$ cat src/rtl/airi5c_hasti_arbiter2_pkg.sv
// airi5c_hasti_arbiter2_pkg: HASTI widths, transfer/response codes and arbiter owner encoding
package airi5c_hasti_arbiter2_pkg;
    localparam int HASTI_ADDR_WIDTH  = 32;
    localparam int HASTI_BUS_WIDTH   = 32;
    localparam int HASTI_SIZE_WIDTH  = 3;
    localparam int HASTI_BURST_WIDTH = 3;
    localparam int HASTI_PROT_WIDTH  = 4;
    localparam int HASTI_TRANS_WIDTH = 2;
    localparam logic [HASTI_TRANS_WIDTH-1:0] HASTI_TRANS_IDLE   = 2'b00;
    localparam logic [HASTI_TRANS_WIDTH-1:0] HASTI_TRANS_BUSY   = 2'b01;
    localparam logic [HASTI_TRANS_WIDTH-1:0] HASTI_TRANS_NONSEQ = 2'b10;
    localparam logic [HASTI_TRANS_WIDTH-1:0] HASTI_TRANS_SEQ    = 2'b11;
    localparam logic HASTI_RESP_OKAY  = 1'b0;
    localparam logic HASTI_RESP_ERROR = 1'b1;
    localparam logic [1:0] HASTI_ARB_OWNER_NONE = 2'd0;
    localparam logic [1:0] HASTI_ARB_OWNER_M0   = 2'd1;
    localparam logic [1:0] HASTI_ARB_OWNER_M1   = 2'd2;
    typedef struct packed {
        logic [HASTI_ADDR_WIDTH-1:0]  haddr;
        logic                         hwrite;
        logic [HASTI_SIZE_WIDTH-1:0]  hsize;
        logic [HASTI_BURST_WIDTH-1:0] hburst;
        logic [HASTI_PROT_WIDTH-1:0]  hprot;
        logic                         hmastlock;
        logic [HASTI_TRANS_WIDTH-1:0] htrans;
    } hasti_aph_t;
    localparam int HASTI_APH_WIDTH = $bits(hasti_aph_t);
    function automatic logic hasti_active(input logic [HASTI_TRANS_WIDTH-1:0] htrans);
        return htrans == HASTI_TRANS_NONSEQ || htrans == HASTI_TRANS_SEQ;
    endfunction
endpackage

$ cat src/rtl/airi5c_hasti_arb_pend_buf.sv
// airi5c_hasti_arb_pend_buf: one-entry address-phase buffer; output selects buffered or live request
module airi5c_hasti_arb_pend_buf
    import airi5c_hasti_arbiter2_pkg::*;
(
    input  logic                       hclk,
    input  logic                       hreset,
    input  logic                       load,
    input  logic                       clear,
    input  logic [HASTI_APH_WIDTH-1:0] live,
    output logic                       valid,
    output logic [HASTI_APH_WIDTH-1:0] sel
);
    logic [HASTI_APH_WIDTH-1:0] pend;

    always_ff @(posedge hclk) begin
        if (hreset)
            valid <= 1'b0;
        else if (load)
            valid <= 1'b1;
        else if (clear)
            valid <= 1'b0;
    end

    always_ff @(posedge hclk) begin
        if (load)
            pend <= live;
    end

    assign sel = valid ? pend : live;
endmodule

$ cat src/rtl/airi5c_hasti_arbiter2.sv
// airi5c_hasti_arbiter2: two-master HASTI arbiter with buffered losers; AIRI5C_HASTI_ARB_FIXED_PRIO_EN gives m0 fixed tie priority
module airi5c_hasti_arbiter2
    import airi5c_hasti_arbiter2_pkg::*;
#(
    parameter int NMASTERS         = 2,
    parameter int RESET_LAST_GRANT = 1
) (
    input  logic                         hclk,
    input  logic                         hreset,
    input  logic [HASTI_ADDR_WIDTH-1:0]  m0_haddr,
    input  logic                         m0_hwrite,
    input  logic [HASTI_SIZE_WIDTH-1:0]  m0_hsize,
    input  logic [HASTI_BURST_WIDTH-1:0] m0_hburst,
    input  logic [HASTI_PROT_WIDTH-1:0]  m0_hprot,
    input  logic                         m0_hmastlock,
    input  logic [HASTI_TRANS_WIDTH-1:0] m0_htrans,
    input  logic [HASTI_BUS_WIDTH-1:0]   m0_hwdata,
    output logic [HASTI_BUS_WIDTH-1:0]   m0_hrdata,
    output logic                         m0_hready,
    output logic                         m0_hresp,
    input  logic [HASTI_ADDR_WIDTH-1:0]  m1_haddr,
    input  logic                         m1_hwrite,
    input  logic [HASTI_SIZE_WIDTH-1:0]  m1_hsize,
    input  logic [HASTI_BURST_WIDTH-1:0] m1_hburst,
    input  logic [HASTI_PROT_WIDTH-1:0]  m1_hprot,
    input  logic                         m1_hmastlock,
    input  logic [HASTI_TRANS_WIDTH-1:0] m1_htrans,
    input  logic [HASTI_BUS_WIDTH-1:0]   m1_hwdata,
    output logic [HASTI_BUS_WIDTH-1:0]   m1_hrdata,
    output logic                         m1_hready,
    output logic                         m1_hresp,
    output logic [HASTI_ADDR_WIDTH-1:0]  s_haddr,
    output logic                         s_hwrite,
    output logic [HASTI_SIZE_WIDTH-1:0]  s_hsize,
    output logic [HASTI_BURST_WIDTH-1:0] s_hburst,
    output logic [HASTI_PROT_WIDTH-1:0]  s_hprot,
    output logic                         s_hmastlock,
    output logic [HASTI_TRANS_WIDTH-1:0] s_htrans,
    output logic [HASTI_BUS_WIDTH-1:0]   s_hwdata,
    input  logic [HASTI_BUS_WIDTH-1:0]   s_hrdata,
    input  logic                         s_hready,
    input  logic                         s_hresp
);
    generate
        if (NMASTERS != 2) begin : g_bad_nmasters
            $error("airi5c_hasti_arbiter2 supports exactly two masters");
        end
    endgenerate

    hasti_aph_t m0_live, m1_live, m0_src, m1_src, win;
    logic [1:0] pend_valid, live_req, req, load, clear;
    logic [1:0] data_owner, lock_owner, winner;
    logic       last_grant, tie_m0;

    assign m0_live = {m0_haddr, m0_hwrite, m0_hsize, m0_hburst, m0_hprot, m0_hmastlock, m0_htrans};
    assign m1_live = {m1_haddr, m1_hwrite, m1_hsize, m1_hburst, m1_hprot, m1_hmastlock, m1_htrans};

    airi5c_hasti_arb_pend_buf u_pend0 (
        .hclk  (hclk),
        .hreset(hreset),
        .load  (load[0]),
        .clear (clear[0]),
        .live  (m0_live),
        .valid (pend_valid[0]),
        .sel   (m0_src)
    );

    airi5c_hasti_arb_pend_buf u_pend1 (
        .hclk  (hclk),
        .hreset(hreset),
        .load  (load[1]),
        .clear (clear[1]),
        .live  (m1_live),
        .valid (pend_valid[1]),
        .sel   (m1_src)
    );

    assign m0_hready = data_owner == HASTI_ARB_OWNER_M0 ? s_hready : !pend_valid[0];
    assign m1_hready = data_owner == HASTI_ARB_OWNER_M1 ? s_hready : !pend_valid[1];
    assign m0_hresp  = data_owner == HASTI_ARB_OWNER_M0 ? s_hresp : HASTI_RESP_OKAY;
    assign m1_hresp  = data_owner == HASTI_ARB_OWNER_M1 ? s_hresp : HASTI_RESP_OKAY;
    assign m0_hrdata = s_hrdata;
    assign m1_hrdata = s_hrdata;

    // A live request only counts while the master sees hready; otherwise it is held, not new.
    assign live_req = {hasti_active(m1_htrans) && m1_hready, hasti_active(m0_htrans) && m0_hready};
    assign req      = pend_valid | live_req;

`ifdef AIRI5C_HASTI_ARB_FIXED_PRIO_EN
    assign tie_m0 = 1'b1;
`else
    assign tie_m0 = last_grant;
`endif

    always_comb begin
        winner = !s_hready                                   ? HASTI_ARB_OWNER_NONE :
                 lock_owner == HASTI_ARB_OWNER_M0 && req[0]  ? HASTI_ARB_OWNER_M0 :
                 lock_owner == HASTI_ARB_OWNER_M1 && req[1]  ? HASTI_ARB_OWNER_M1 :
                 req[0] && (!req[1] || tie_m0)               ? HASTI_ARB_OWNER_M0 :
                 req[1]                                      ? HASTI_ARB_OWNER_M1 :
                                                               HASTI_ARB_OWNER_NONE;
        win = winner == HASTI_ARB_OWNER_M1 ? m1_src : m0_src;
    end

    assign load[0]  = s_hready && live_req[0] && winner != HASTI_ARB_OWNER_M0;
    assign load[1]  = s_hready && live_req[1] && winner != HASTI_ARB_OWNER_M1;
    assign clear[0] = pend_valid[0] && winner == HASTI_ARB_OWNER_M0;
    assign clear[1] = pend_valid[1] && winner == HASTI_ARB_OWNER_M1;

    assign s_haddr     = win.haddr;
    assign s_hwrite    = win.hwrite;
    assign s_hsize     = win.hsize;
    assign s_hburst    = win.hburst;
    assign s_hprot     = win.hprot;
    assign s_hmastlock = win.hmastlock;
    assign s_htrans    = winner == HASTI_ARB_OWNER_NONE ? HASTI_TRANS_IDLE : win.htrans;
    assign s_hwdata    = data_owner == HASTI_ARB_OWNER_M0 ? m0_hwdata :
                         data_owner == HASTI_ARB_OWNER_M1 ? m1_hwdata : '0;

    always_ff @(posedge hclk) begin
        if (hreset) begin
            data_owner <= HASTI_ARB_OWNER_NONE;
            lock_owner <= HASTI_ARB_OWNER_NONE;
            last_grant <= RESET_LAST_GRANT != 0;
        end else if (s_hready) begin
            data_owner <= winner;
            lock_owner <= winner != HASTI_ARB_OWNER_NONE && win.hmastlock ? winner : HASTI_ARB_OWNER_NONE;
            if (winner != HASTI_ARB_OWNER_NONE)
                last_grant <= winner == HASTI_ARB_OWNER_M1;
        end
    end
endmodule

$ cat config.mk
export PLATFORM = sky130hd
export DESIGN_NAME = airi5c_hasti_arbiter2
export DESIGN_NICKNAME = d
export VERILOG_FILES = /design/src/rtl/airi5c_hasti_arbiter2_pkg.sv /design/src/rtl/airi5c_hasti_arb_pend_buf.sv /design/src/rtl/airi5c_hasti_arbiter2.sv
export SDC_FILE = /design/constraint.sdc
export NUM_CORES = 1
export LEC_CHECK = 0
export CAP_MARGIN = 20
export CORE_UTILIZATION = 25
export DETAILED_ROUTE_END_ITERATION = 6
export REMOVE_ABC_BUFFERS = 1
export SYNTH_ARGS = -nofsm -noshare
export SYNTH_HDL_FRONTEND = slang
export SYNTH_SLANG_ARGS = --single-unit
$ cat constraint.sdc
create_clock -name hclk -period 2.6 [get_ports hclk]
set_input_delay 0.39 -clock hclk [delete_from_list [all_inputs] [get_ports hclk]]
set_output_delay 0.39 -clock hclk [all_outputs]
set_load 0.02 [all_outputs]
==> results.json <==
{
  "status": "completed",
  "syn_area_mm2": 0.00522,
  "slew_violations": 0,
  "numCtsBuffers": 9,
  "ant_nets": 0,
  "fmax_mhz": 391,
  "grt_pass1_vias": 4358,
  "tritoncts": "done",
  "core_area_mm2": 0.0204,
  "required_ns": 2.21,
  "antenna_found_initial": 0,
  "dieArea_mm2": 0.0215,
  "pre_cts_slack_ns": -0.387,
  "final_common_cell": "clkdlybuf4s50_1",
  "cp_data_arrival_time_ns": 2.17,
  "dp_hpwl_um": 13300,
  "clock_skew_ns": 0.00858,
  "rows": 52,
  "grtUsageTotal_pct": 16.5,
  "layout-drive-gt1-share_pct": 16.0,
  "final_cell_mix": "clkdlybuf4s50_1 (194), edfxtp_1 (92), nand2_1 (48)",
  "relSlewSlack_pct": 72.9,
  "n_antenna_cell": 0,
  "nets": 781,
  "gr-total-overflow": 0,
  "report.power.total_mw": 4.14,
  "max_slew.worst_pin.slew_ns": 0.405,
  "min_period_over_period_pct": 98.3,
  "cts_max_path_buffers": 2,
  "start_util_pct": 25.6,
  "vias_per_cell": 4.80,
  "htree_levels": 3,
  "grt_max_degree": 49,
  "vias": 4148,
  "synth_cell_types": 37,
  "min_from": "last_grant",
  "first_pass_iters": 7,
  "die_w_um": 146,
  "hold_class": "flip-flop to flip-flop",
  "areaGrowthSynthToFinish_pct": 51.4,
  "wirelength_um": 17800,
  "min_to": "last_grant",
  "hold_depth": 2,
  "routedWlPerCell_um": 20.6,
  "die_y_um": 146,
  "clock_latency_ns": 0.35,
  "seqCellArea_mm2": 0.00291,
  "rr_startpoint": "lock_owner[0]",
  "ff2ff_path_depth": 4,
  "path_clk_slew_ns": 0.07,
  "setup_viol": 0,
  "clock-sinks": 99,
  "setup_ws_ns": 0.0431,
  "seq_area_frac_synth_pct": 55.6,
  "place_congestion": 0.769,
  "post_cts_buffers": 0,
  "peakVddDrop_v": 0.000372,
  "regToRegSetupSlack_ns": 0.62,
  "regToRegEndpoint": "u_pend0.pend[32]",
  "path_max_fanout": 37,
  "grt_pass1_wl_um": 26900,
  "drc": 0,
  "period_minus_slack_ns": 2.56,
  "ys_warn_count": 0,
  "powerDensity_mw_per_mm2": 524,
  "synthCells": 404,
  "cts-root-buf": "clkbuf_16",
  "yosys_register_bits": 99,
  "n_fill_cell": 1947,
  "maxCapViolCount": 0,
  "io_pins": 338,
  "io_buffer_count": 241,
  "crit_start": "lock_owner[0]",
  "drtIter0Drc": 193,
  "critPathKind": "flip-flop to primary output",
  "avgSynthCellArea_um2": 12.9,
  "worstSetupEndpointType": "primary output",
  "multi_input_area_mm2": 0.00171,
  "crit_path_start_kind": "flip-flop",
  "hold_violations": 0,
  "p_leak_nw": 2.78
}
==> what timing repair did <==
action,CTS,global route
hold buffers,0,0
resized for setup,48,25
endpoints found under the setup margin,46,27
==> final cells by class <==
cell class | instances | area share [%]
clock inverter | 7 | 0.649
clock buffer | 9 | 2.85
multi-input combinational | 209 | 21.6
tap | 270 | 4.28
timing repair buffer | 267 | 33.7
sequential | 99 | 36.8
inverter | 3 | 0.143
==> synthesized netlist by cell type, drive strengths merged <==
master / number / area, um2
o21ai: 2 / 10.0
and4: 2 / 17.5
nand2: 48 / 180
or2: 2 / 15.0
nand2b: 2 / 12.5
buf: 81 / 576
a22oi: 1 / 7.51
o31ai: 1 / 7.51
mux2i: 47 / 470
nand3: 1 / 10.0
dfxtp: 7 / 140
a21boi: 1 / 7.51
nor2: 6 / 22.5
nor3: 1 / 5.00
edfxtp: 92 / 2760
clkbuf: 12 / 45.0
mux2: 1 / 11.3
inv: 3 / 11.3
a211oi: 1 / 7.51
a41o: 1 / 10.0
a22o: 32 / 280
and2: 2 / 12.5
nor2b: 1 / 6.26
nand4: 2 / 25.0
o22ai: 1 / 6.26
a31oi: 1 / 6.26
a221oi: 1 / 8.76
o221a: 43 / 484
o32ai: 2 / 17.5
a2bb2oi: 1 / 8.76
nand3b: 1 / 7.51
a21oi: 5 / 25.0
==> how the worst max path moves through the flow <==
stage	end	slack, ns	depth (start not counted)
CTS	s_haddr[15]	0.01	6
global route	s_haddr[7]	-0.002	6
detailed placement	s_haddr[3]	-0.39	7
global placement	s_haddr[15]	-0.40	7
floorplan	s_hmastlock	-1.29	3
finish	s_haddr[27]	0.04	6
==> through the flow <==
stage                     TNS (ns)  hold WS [ns]  utilization [%]  cells  cell area [um2]
after global placement      -16.70         0.468             37.6    848             7650
after detailed placement    -16.29         0.477             37.6    848             7650
after floorplan            -132.84         0.436                -    311             4600
final                            0         0.488             38.8    864             7900
after global routing      -0.00563         0.519             38.8    864             7900
after CTS                        0         0.472             38.7    864             7880
==> kinds of logic (layout without fill, tap and decap cells) <==
| kind of cell | count (synthesis) | count (layout) | synth area share (%) |
|---|---|---|---|
| simple gates | 68 | 68 | 6.02 |
| buf+inv | 96 | 286 | 12.1 |
| compound gates | 93 | 93 | 17.0 |
| mux | 48 | 48 | 9.23 |
| flops | 99 | 99 | 55.6 |
==> flip-flops by register name (all words and copies together) (netlist names) <==
name,flops
u_pend0.pend,46
u_pend1.pend,46
data_owner,2
lock_owner,2
last_grant,1
u_pend0.valid,1
u_pend1.valid,1
==> power breakdown <==
part / switching (mW) / total, mW / internal [mW]
logic: 0.482 / 1.05 / 0.565
clock network: 0.624 / 1.28 / 0.658
registers: 0.0148 / 1.81 / 1.79
total: 1.12 / 4.14 / 3.02
==> worst max-delay path, stage by stage, from the launching register on <==
cell             delay, ns
dfxtp_1               0.32
or2_2                 0.35
a41o_2                0.34
buf_12                0.18
nand2_1               0.11
o221a_2               0.19
clkdlybuf4s15_1       0.30
==> per-layer routing <==
metal | global-route usage (%) | vias up | wire length, um
met3 | 10.6 | 16 | 2510
li1 | - | 1881 | -
met5 | 4.55 | - | 73
met1 | 20.0 | 1995 | 7530
met2 | 24.1 | 254 | 7590
met4 | 2.76 | 2 | 128
(Power assumes the default switching activity.)
